==> config.mk <==
export PLATFORM = sky130hd
export DESIGN_NAME = execute_multicycle
export DESIGN_NICKNAME = d
export VERILOG_FILES = /design/src/rtl/exec_pkg.sv /design/src/rtl/muldiv_iter.sv /design/src/rtl/execute_multicycle.sv
export SDC_FILE = /design/constraint.sdc
export NUM_CORES = 2
export LEC_CHECK = 0
export CAP_MARGIN = 10
export CELL_PAD_IN_SITES_DETAIL_PLACEMENT = 0
export CELL_PAD_IN_SITES_GLOBAL_PLACEMENT = 1
export CORE_MARGIN = 4
export CORE_UTILIZATION = 25
export CTS_BUF_LIST = sky130_fd_sc_hd__clkbuf_16
export CTS_CLUSTER_SIZE = 20
export DETAILED_ROUTE_END_ITERATION = 10
export DONT_BUFFER_PORTS = 1
export PLACE_DENSITY_LB_ADDON = 0.1
export SYNTH_ARGS = -nofsm -noshare
export SYNTH_HDL_FRONTEND = slang
export SYNTH_SLANG_ARGS = --single-unit
==> constraint.sdc <==
create_clock -name clk -period 7.3 [get_ports clk]
set_clock_uncertainty 0.1 [all_clocks]
set_input_delay 1.46 -clock clk [delete_from_list [all_inputs] [get_ports clk]]
set_output_delay 1.46 -clock clk [all_outputs]
set_load 0.03 [all_outputs]
==> src/rtl/exec_pkg.sv <==
// Shared constants for the execute stage: FSM states, ALU op classes,
// M-extension funct3 codes and forwarding-select encodings.
package exec_pkg;

  localparam logic [1:0] S_IDLE = 2'd0;
  localparam logic [1:0] S_MUL  = 2'd1;
  localparam logic [1:0] S_DIV  = 2'd2;
  localparam logic [1:0] S_DONE = 2'd3;

  localparam logic [1:0] ALU_ADD   = 2'b00;
  localparam logic [1:0] ALU_SUB   = 2'b01;
  localparam logic [1:0] ALU_FUNCT = 2'b10;
  localparam logic [1:0] ALU_PASSB = 2'b11;

  localparam logic [2:0] F3_MUL   = 3'b000;
  localparam logic [2:0] F3_MULHU = 3'b011;
  localparam logic [2:0] F3_DIV   = 3'b100;
  localparam logic [2:0] F3_DIVU  = 3'b101;
  localparam logic [2:0] F3_REM   = 3'b110;
  localparam logic [2:0] F3_REMU  = 3'b111;

  localparam logic [1:0] FWD_EM = 2'b10;
  localparam logic [1:0] FWD_WB = 2'b01;

  function automatic logic md_supported(input logic [2:0] f3);
    return (f3 == F3_MUL) || (f3 == F3_MULHU) || f3[2];
  endfunction

  function automatic logic md_is_div(input logic [2:0] f3);
    return f3[2];
  endfunction

endpackage

==> src/rtl/muldiv_iter.sv <==
// One-bit-per-cycle shift-add multiplier / restoring divider sharing one
// 2*XLEN accumulator; XLEN iterations, then one cycle of sign fix-up.
module muldiv_iter
  import exec_pkg::*;
#(
  parameter int XLEN = 64
) (
  input  logic            clk,
  input  logic            rst_n,
  input  logic            abort,
  input  logic            start,
  input  logic [2:0]      funct3,
  input  logic [XLEN-1:0] a,
  input  logic [XLEN-1:0] b,
  output logic            last,
  output logic            done,
  output logic [XLEN-1:0] res
);

  localparam int CW = $clog2(XLEN);

  logic              running, fin, is_div, hi_sel, neg_q, neg_r, div0;
  logic [CW-1:0]     cnt;
  logic [2*XLEN-1:0] acc, mul_next, div_next;
  logic [XLEN-1:0]   opb, dividend, mag_a, mag_b, quo, rem, diff, result;
  logic [XLEN:0]     mul_sum;
  logic              sgn, sa, sb, ge;

  // Only signed DIV/REM take magnitudes; MUL low half is sign-agnostic.
  assign sgn   = md_is_div(funct3) && !funct3[0];
  assign sa    = sgn && a[XLEN-1];
  assign sb    = sgn && b[XLEN-1];
  assign mag_a = sa ? -a : a;
  assign mag_b = sb ? -b : b;

  assign quo = acc[XLEN-1:0];
  assign rem = acc[2*XLEN-1:XLEN];

  assign mul_sum  = {1'b0, rem} + (acc[0] ? {1'b0, opb} : {(XLEN+1){1'b0}});
  assign mul_next = {mul_sum, acc[XLEN-1:1]};

  // Partial remainder shifted left with the next dividend bit appended.
  assign ge       = acc[2*XLEN-1:XLEN-1] >= {1'b0, opb};
  assign diff     = acc[2*XLEN-2:XLEN-1] - opb;
  assign div_next = {ge ? diff : acc[2*XLEN-2:XLEN-1], acc[XLEN-2:0], ge};

  assign last = running && (cnt == CW'(XLEN-1));

  always_comb begin
    result = '0;
    if (!is_div)     result = hi_sel ? rem : quo;
    else if (div0)   result = hi_sel ? dividend : '1;
    else if (hi_sel) result = neg_r ? -rem : rem;
    else             result = neg_q ? -quo : quo;
  end

  always_ff @(posedge clk) begin
    if (!rst_n || abort) begin
      running  <= 1'b0;
      fin      <= 1'b0;
      done     <= 1'b0;
      cnt      <= '0;
      acc      <= '0;
      opb      <= '0;
      dividend <= '0;
      res      <= '0;
      is_div   <= 1'b0;
      hi_sel   <= 1'b0;
      neg_q    <= 1'b0;
      neg_r    <= 1'b0;
      div0     <= 1'b0;
    end else begin
      fin  <= 1'b0;
      done <= 1'b0;
      if (start) begin
        running  <= 1'b1;
        cnt      <= '0;
        acc      <= {{XLEN{1'b0}}, mag_a};
        opb      <= mag_b;
        dividend <= a;
        is_div   <= md_is_div(funct3);
        hi_sel   <= funct3[1];
        neg_q    <= sa ^ sb;
        neg_r    <= sa;
        div0     <= (b == '0);
      end else if (running) begin
        acc <= is_div ? div_next : mul_next;
        cnt <= cnt + 1'b1;
        if (last) begin
          running <= 1'b0;
          fin     <= 1'b1;
        end
      end else if (fin) begin
        res  <= result;
        done <= 1'b1;
      end
    end
  end

endmodule

==> src/rtl/execute_multicycle.sv <==
// Execute stage: forwarding, single-cycle ALU and an optional iterative
// mul/div unit behind a valid/ready handshake with registered outputs.
module execute_multicycle
  import exec_pkg::*;
#(
  parameter int XLEN      = 64,
  parameter int MULDIV_EN = 1
) (
  input  logic            clk,
  input  logic            rst_n,
  input  logic            in_valid,
  output logic            in_ready,
  input  logic            flush,
  input  logic [XLEN-1:0] pc_in,
  input  logic [XLEN-1:0] rd1,
  input  logic [XLEN-1:0] rd2,
  input  logic [XLEN-1:0] imm,
  input  logic            alu_src,
  input  logic [1:0]      alu_op,
  input  logic [2:0]      funct3,
  input  logic            funct7_5,
  input  logic            funct7_0,
  input  logic [1:0]      forward_a,
  input  logic [1:0]      forward_b,
  input  logic [XLEN-1:0] em_alu_res,
  input  logic [XLEN-1:0] wb_rd_out,
  output logic            out_valid,
  input  logic            out_ready,
  output logic [XLEN-1:0] alu_res,
  output logic            zero,
  output logic            ov,
  output logic [XLEN-1:0] pc_off,
  output logic            busy
);

  localparam int SW = $clog2(XLEN);

  logic [1:0]      state;
  logic [XLEN-1:0] opa, opb_fwd, opb, add_res, sub_res, plain_res, pc_off_c, pc_pend;
  logic [XLEN-1:0] md_res;
  logic [SW-1:0]   shamt;
  logic            is_mop, md_go, accept, is_add, is_sub, plain_ov, md_last, md_done;

  always_comb begin
    case (forward_a)
      FWD_EM:  opa = em_alu_res;
      FWD_WB:  opa = wb_rd_out;
      default: opa = rd1;
    endcase
    case (forward_b)
      FWD_EM:  opb_fwd = em_alu_res;
      FWD_WB:  opb_fwd = wb_rd_out;
      default: opb_fwd = rd2;
    endcase
  end

  assign opb      = alu_src ? imm : opb_fwd;
  assign shamt    = opb[SW-1:0];
  assign add_res  = opa + opb;
  assign sub_res  = opa - opb;
  assign pc_off_c = pc_in + (imm << 1);

  assign is_mop   = (MULDIV_EN != 0) && (alu_op == ALU_FUNCT) && funct7_0;
  assign md_go    = is_mop && md_supported(funct3);
  assign in_ready = (state == S_IDLE) && (!out_valid || out_ready);
  assign accept   = in_valid && in_ready && !flush;
  assign busy     = (state != S_IDLE);

  // Unsupported M-op encodings fall through with plain_res left at zero.
  always_comb begin
    plain_res = '0;
    plain_ov  = 1'b0;
    is_add    = 1'b0;
    is_sub    = 1'b0;
    case (alu_op)
      ALU_ADD: is_add = 1'b1;
      ALU_SUB: is_sub = 1'b1;
      ALU_FUNCT: if (!is_mop) begin
        case (funct3)
          3'b000: begin
            is_sub = funct7_5 && !alu_src;
            is_add = !(funct7_5 && !alu_src);
          end
          3'b001: plain_res = opa << shamt;
          3'b010: plain_res = {{(XLEN-1){1'b0}}, $signed(opa) < $signed(opb)};
          3'b011: plain_res = {{(XLEN-1){1'b0}}, opa < opb};
          3'b100: plain_res = opa ^ opb;
          3'b101: plain_res = funct7_5 ? XLEN'($signed(opa) >>> shamt) : opa >> shamt;
          3'b110: plain_res = opa | opb;
          default: plain_res = opa & opb;
        endcase
      end
      default: plain_res = opb;
    endcase
    if (is_add) begin
      plain_res = add_res;
      plain_ov  = (opa[XLEN-1] == opb[XLEN-1]) && (add_res[XLEN-1] != opa[XLEN-1]);
    end
    if (is_sub) begin
      plain_res = sub_res;
      plain_ov  = (opa[XLEN-1] != opb[XLEN-1]) && (sub_res[XLEN-1] != opa[XLEN-1]);
    end
  end

  generate
    if (MULDIV_EN != 0) begin : g_md
      muldiv_iter #(.XLEN(XLEN)) u_md (
        .clk    (clk),
        .rst_n  (rst_n),
        .abort  (flush),
        .start  (accept && md_go),
        .funct3 (funct3),
        .a      (opa),
        .b      (opb),
        .last   (md_last),
        .done   (md_done),
        .res    (md_res)
      );
    end else begin : g_no_md
      assign md_last = 1'b0;
      assign md_done = 1'b0;
      assign md_res  = '0;
    end
  endgenerate

  always_ff @(posedge clk) begin
    if (!rst_n) begin
      state     <= S_IDLE;
      out_valid <= 1'b0;
      alu_res   <= '0;
      zero      <= 1'b1;
      ov        <= 1'b0;
      pc_off    <= '0;
      pc_pend   <= '0;
    end else if (flush) begin
      state     <= S_IDLE;
      out_valid <= 1'b0;
    end else begin
      case (state)
        S_IDLE: begin
          if (accept && md_go) begin
            state     <= md_is_div(funct3) ? S_DIV : S_MUL;
            pc_pend   <= pc_off_c;
            out_valid <= 1'b0;
          end else if (accept) begin
            alu_res   <= plain_res;
            zero      <= (plain_res == '0);
            ov        <= plain_ov;
            pc_off    <= pc_off_c;
            out_valid <= 1'b1;
          end else if (out_ready) begin
            out_valid <= 1'b0;
          end
        end
        S_MUL, S_DIV: if (md_last) state <= S_DONE;
        // DONE spans the unit's fix-up cycle and the result-register load.
        S_DONE: if (md_done) begin
          state     <= S_IDLE;
          alu_res   <= md_res;
          zero      <= (md_res == '0);
          ov        <= 1'b0;
          pc_off    <= pc_pend;
          out_valid <= 1'b1;
        end
        default: state <= S_IDLE;
      endcase
    end
  end

endmodule

# After elaboration in Yosys (flattened, before gate mapping)
# Cells that the tools add are included.
# classes
n_addsub	10
magnitude_cmp	3
reduce_logical	43
bitwise	8
n_mux	62
shifts	3
n_eq_ne	26
# ops
op	n
$mux 64	24
$pmux 64 s2	5
$pmux 64 s7	1
$neg 64->64	4
$logic_not 64->1	3
$add 64x64->64	2
$lt 64x64->1	2
$mux 128	1
$sub 64x64->64	2
$add 64x64->65	1
$ge 65x64->1	1
$and 64x64->64	1
$or 64x64->64	1
$shl 64x6->64	1
$shr 64x6->64	1
$sshr 64x6->64	1
$xor 64x64->64	1
$mux 1	21
$logic_and 1x1->1	13
$reduce_and 3->1	4
$eq 2x2->1 const B	5
$pmux 1 s2	5
$eq 3x3->1 const B	3
$eq 2x1->1 const B	4
other kinds (21)	48
# word_totals
in_bits	401
elab_cells	176
output_inout_bits	133
ff_bits	531

# Longest topological paths before layout
# depth
ltp_word	14
depth_mapped	30
ltp_nobuf	23

# Hierarchy
# Synthesis repeated with hierarchy kept, for this count alone.
# unflattened
cells_unflattened	9445
hier_area_um2	64862.2
# modules_own_cells
mod	seq_area_each_um2	n_inst	area_each_um2	cells_per_inst
execute_multicycle	3943.8	1	35263.8	5404
muldiv_iter	6686.4	1	29598.4	4041

# Least setup slack after synthesis
# Ideal clock, no wire load.
# synth_timing
path_kind	input to register
start	input forward_b[0]
end	register zero
setup_slack_ps	-589
n_path_buf	8
arrival_ps	7730
setup_time_ps	59
t_required_ps	7141
path_stages	28
cell_sequence	inv_1 > ha_1 > buf_2 > a221oi_1 > o31a_1 > buf_2 > buf_1 > clkbuf_1 > clkbuf_1 > clkbuf_1 > clkbuf_1 > ha_1 > clkbuf_1 > a21o_1 > a21oi_1 > a2111oi_0 > nor3_1 > o21a_1 > o211a_1 > nor3_1 > o21ai_0 > a211o_1 > a2111oi_0 > o2111ai_1 > nor4_1 > nand4bb_1 > nor2_1 > a31o_1
# synth_via
elab_chain_len	14
word_cells_on_any_way	24
classes_between	add/sub (2); order compare (2); eq/ne (2); shift (3); mux (11); bitwise (3); reduce/logical (1)
# synth_rtl
item	line	text
start, declared	execute_multicycle.sv:24	input logic [1:0] forward_b,
$eq 2x1->1 / $eq 2x2->1 (equally long branches)	execute_multicycle.sv:50	case (forward_b)
$pmux 64 s2 (*)	execute_multicycle.sv:50	
$mux 64 (*)	execute_multicycle.sv:57	assign opb = alu_src ? imm : opb_fwd;
parallel branches: the longest is 6 deep, another holds $lt 64x64->1	n/a	
$mux 64 (*)	execute_multicycle.sv:99	if (is_sub) begin
$logic_not 64->1 (*)	execute_multicycle.sv:147	zero <= (plain_res == '0);
$mux 1 (*)	execute_multicycle.sv:145	end else if (accept) begin
$mux 1 (*)	execute_multicycle.sv:141	if (accept && md_go) begin
$pmux 1 s2 (*)	execute_multicycle.sv:139	case (state)
end signal, assigned	execute_multicycle.sv:147	
end signal, assigned	execute_multicycle.sv:160	zero <= (md_res == '0);
end, declared	execute_multicycle.sv:30	output logic zero,
# Every way passes the cells marked *. The select of a mux whose other input is x is not followed.
# A chain may end at the register's enable or synchronous reset.

# Worst setup path in the final report
# Ends and elaborated chain as after synthesis.

==> summary.txt <==
Outcome
  – Status: completed

Timing
  – Max-slew violation count: 0
  – Relative max-transition margin: 0.111
  – Post-layout minimum cycle time: 7.22 ns
  – Final-report hold violation count: 0
  – Unrepaired setup endpoints after global routing: no
  – Setup-violating endpoint count in the final report: 0
  – Minimum hold slack: between 0.3 and 0.4 ns
  – Transition at the pin with the smallest max-transition slack: between 1 and 1.5 ns
  – Max Fclk: 0.138 GHz
  – Crit path setup slack, layout: 0.0778 ns
  – Period utilisation layout: 0.989

Placed design
  – Placed cell count: ~13,000
  – Port Buffer Count: 0
  – Routability Congestion: roughly 1.1
  – Pre-CTS WS: -0.692 ns
  – Estimated wirelength of the detail-placed design: 435,000 µm

GRT
  – Tot GR Track Use: 0.382
  – Global-route wire length before repair: between 600,000 and 700,000 µm
  – Total overflow reported by the global router: 0
  – Vias in the first global route: between 70,000 and 80,000
  – Pin count of the biggest net entering global routing: about 150
  – Number of antenna violations at the first check in global routing: 61

Synthesis
  – Sequential area share after synthesis: 0.168
  – Flop and latch count out of synthesis: 531
  – Mean instance size in the synthesized netlist: 6.84 µm²
  – Share of synthesized registers carrying an async set or reset: 0
  – Cell taking the most area after synthesis: dfxtp_1
  – Netlist area before placement: 63,300 µm²
  – Number of synthesized flops with an enable pin: 0
  – Count of cell types in the netlist: 102
  – Main area contributors after synthesis: dfxtp_1 (17%), ha_1 (7.9%), a21oi_1 (7.3%), nor2_1 (6.4%), mux2i_1 (6.1%)
  – Most used flip-flop cell after synthesis: dfxtp_1
  – Synthesized net count: between 10,000 and 15,000
  – Synth top area share: 0.168
  – YS warnings: 0
  – Synthesized instance count: between 9,000 and 10,000

Detailed routing
  – Routed via count: ~82,000
  – Total routed wirelength: about 530,000 µm
  – Drc violations: 0
  – Remaining antenna violation count: 0
  – Number of detailed-routing iterations run before antenna repair: 7
  – Via density per instance: 5.99
  – Average wire per standard cell: just under 40 µm
  – Initial DRC count: around 9,400

Die
  – Num ports: 534
  – Die Y: between 500 and 600 µm
  – Placeable Area: around 250,000 µm²
  – Full die area: 261,000 µm²
  – Starting utilization of the core area: 0.252
  – Count of standard-cell rows: 184
  – Die X: 511 µm

CTS
  – Cts bufs inserted: 79
  – Clock tree from TritonCTS: yes
  – Clock Latency Late Sink: around 0.75 ns
  – Clock input transition at the sequential cells of the worst setup and hold paths: about 0.060 ns
  – Max Root-Sink Buffers: 3
  – CTS hold repair buffers: 0
  – Number of sinks on the clock net: around 530
  – Cell at the root of the clock tree: clkbuf_16
  – H-Tree Depth: 3

Worst setup path
  – Top cell by count, worst path: buf_4
  – Type of the worst setup path: input pin to flop
  – Length in cells of the worst reg-to-reg path: 20
  – Data arrival time of the worst path: between 7 and 8 ns
  – Critical path peak fanout: 11
  – Cell Chain, Critical Path: inv_1 -> ha_4 -> nor2_1 -> a311o_2 -> inv_4 -> buf_4 -> buf_4 -> mux2_2 -> o22ai_1 -> nor2_1 -> a211oi_1 -> nor4_1 -> o31ai_1 -> buf_4 -> o221ai_1 -> nor4bb_1 -> buf_4 -> nand4_1 -> buf_4 -> or4_1 -> nand4bb_1 -> nor2_1 -> a31o_1
  – Slowest Stage Delay on Critical Path: between 0.7 and 0.8 ns
  – Kind of launch point of the worst setup path: input pin
  – Kind of capture point of the worst setup path: flop
  – Critical path data required time: 7.90 ns
  – Critical-path top delay cell: or4_1

Finish
  – Layout overhead on the synthesized area: 28.0%
  – Post-layout utilization of the core: 0.322
  – Leading cell types in the layout, fill and taps excluded: buf_4 (1,555), nor2_1 (1,077), nand2_1 (928)
  – Number of nets in the layout: around 11,000
  – Commonest non-fill, non-tap cell in the layout: buf_4
  – Fraction of layout cells with a size suffix above 1: 0.190
  – Final Instance Count excl. Fillers: 13,670

Pwr
  – Switching power as a share of total power: 0.474
  – Internal Power: approximately 8.4 mW
  – Switching power of the nets: ~7.6 mW
  – Total power divided by cell area: just under 200 nW/µm²
  – Overall power: around 16 mW
  – Reported leakage power: between 30 and 40 nW
  – Worst IR drop on VDD: between 0.15 and 0.2 mV
  – Fraction of power consumed by the clock network: 0.247
  – Combinational fraction of design power: 0.556
  – Share of power burned in registers: 0.196

Hold path
  – WHS Path Cells: 2
  – Worst hold path type: flop to flop

Run
  – Max-Cap Viols: 0
[worst max-delay path, delay by kind of cell]
family	cells	cell delay [ns]
AO/OA/AOI/OAI	6	1.93
adder cells (fa/ha/maj)	1	0.35
buffers and inverters	7	1.26
multiplexers	1	0.44
AND/OR/NAND/NOR	8	2.31
[per-layer routing]
layer	up-vias	track usage	share of wire	routed length, µm
li1	36057	-	-	-
met4	42	0.225	0.070	36600
met1	41043	0.499	0.43	225000
met5	-	0	0.00053	279
met2	3905	0.572	0.42	222000
met3	847	0.0889	0.080	42200
[metrics by stage]
| stage | area, µm² | TNS, ns |
|---|---|---|
| after detailed placement | 78300 | -4.24 |
| final | 81000 | 0 |
| after global routing | 80900 | 0 |
| after global placement | 78300 | -4.51 |
| after floorplan | 63300 | 0 |
| after CTS | 80900 | 0 |
[sequential cells by signal, indices dropped and copies added (netlist names)]
name / count
alu_res: 64
state: 2
g_md.u_md.div0: 1
out_valid: 1
g_md.u_md.hi_sel: 1
g_md.u_md.neg_q: 1
g_md.u_md.is_div: 1
zero: 1
pc_pend: 64
g_md.u_md.cnt: 6
ov: 1
pc_off: 64
g_md.u_md.neg_r: 1
g_md.u_md.running: 1
g_md.u_md.done: 1
g_md.u_md.fin: 1
g_md.u_md.opb: 64
g_md.u_md.res: 64
g_md.u_md.dividend: 64
g_md.u_md.acc: 128
[final cells by class]
type                    instances  area [µm²]
fillers                     27706      171000
multi-input cells            7627       48900
repair buffers               1638       13300
flip-flops and latches        531       10700
well taps                    3348        4190
clock buffers                  80        2000
inverters                     343        1300
clock inverters                64         573
diodes                         39        97.6
[worst paths after layout]
check / end / slack (ns) / from
hold reg to reg: pc_pend[55] / 0.35 / pc_pend[55]
hold / removal: pc_pend[55] / 0.35 / pc_pend[55]
setup reg to reg: g_md.u_md.acc[67] / 0.60 / g_md.u_md.acc[63]
setup / recovery: zero / 0.08 / forward_b[0]
[power by group through the flow]
stage | clock [mW] | sequential, mW | combinational (mW)
floorplan | 0 | 3.14 | 3.59
global placement | 0 | 3.21 | 8.65
detailed placement | 0 | 3.21 | 8.60
CTS | 4.07 | 3.15 | 8.64
global route | 4.17 | 3.15 | 9.15
finish | 3.97 | 3.15 | 8.93
[synth_stat cells (all sizes together), types with 109 or more instances]
library cell and count:
nor2 1082, a22oi 115, clkbuf 568, xor2 161, nand2 937, o31ai 128
a21oi 926, inv 329, a211oi 239, nand3 176, buf 183, mux2i 384
nor3 169, dfxtp 531, o22ai 212, a21o 131, o21ai 740, xnor2 290
a221oi 109, o211ai 212, ha 402
[cells by family (layout without fill, tap and decap cells)]
| kind of cell | Yosys count | in the layout | synth area share |
|---|---|---|---|
| adders and majority gates | 407 | 407 | 0.0810 |
| xor gates and xnor gates | 451 | 451 | 0.0624 |
| other | 0 | 39 | 0 |
| DFF | 531 | 531 | 0.168 |
| muxes | 402 | 402 | 0.0641 |
| buffers and inverters | 1094 | 2125 | 0.0669 |
| AOI/OAI and AO/OA | 3498 | 3498 | 0.357 |
| and+or+nand+nor | 2869 | 2869 | 0.200 |
[timing repair]
action                     4_1_cts  5_1_grt
setup endpoints to repair        0        2
gates resized for setup          0        4
setup buffers                    0        0
Note: power is estimated with default switching activity, not from simulation.
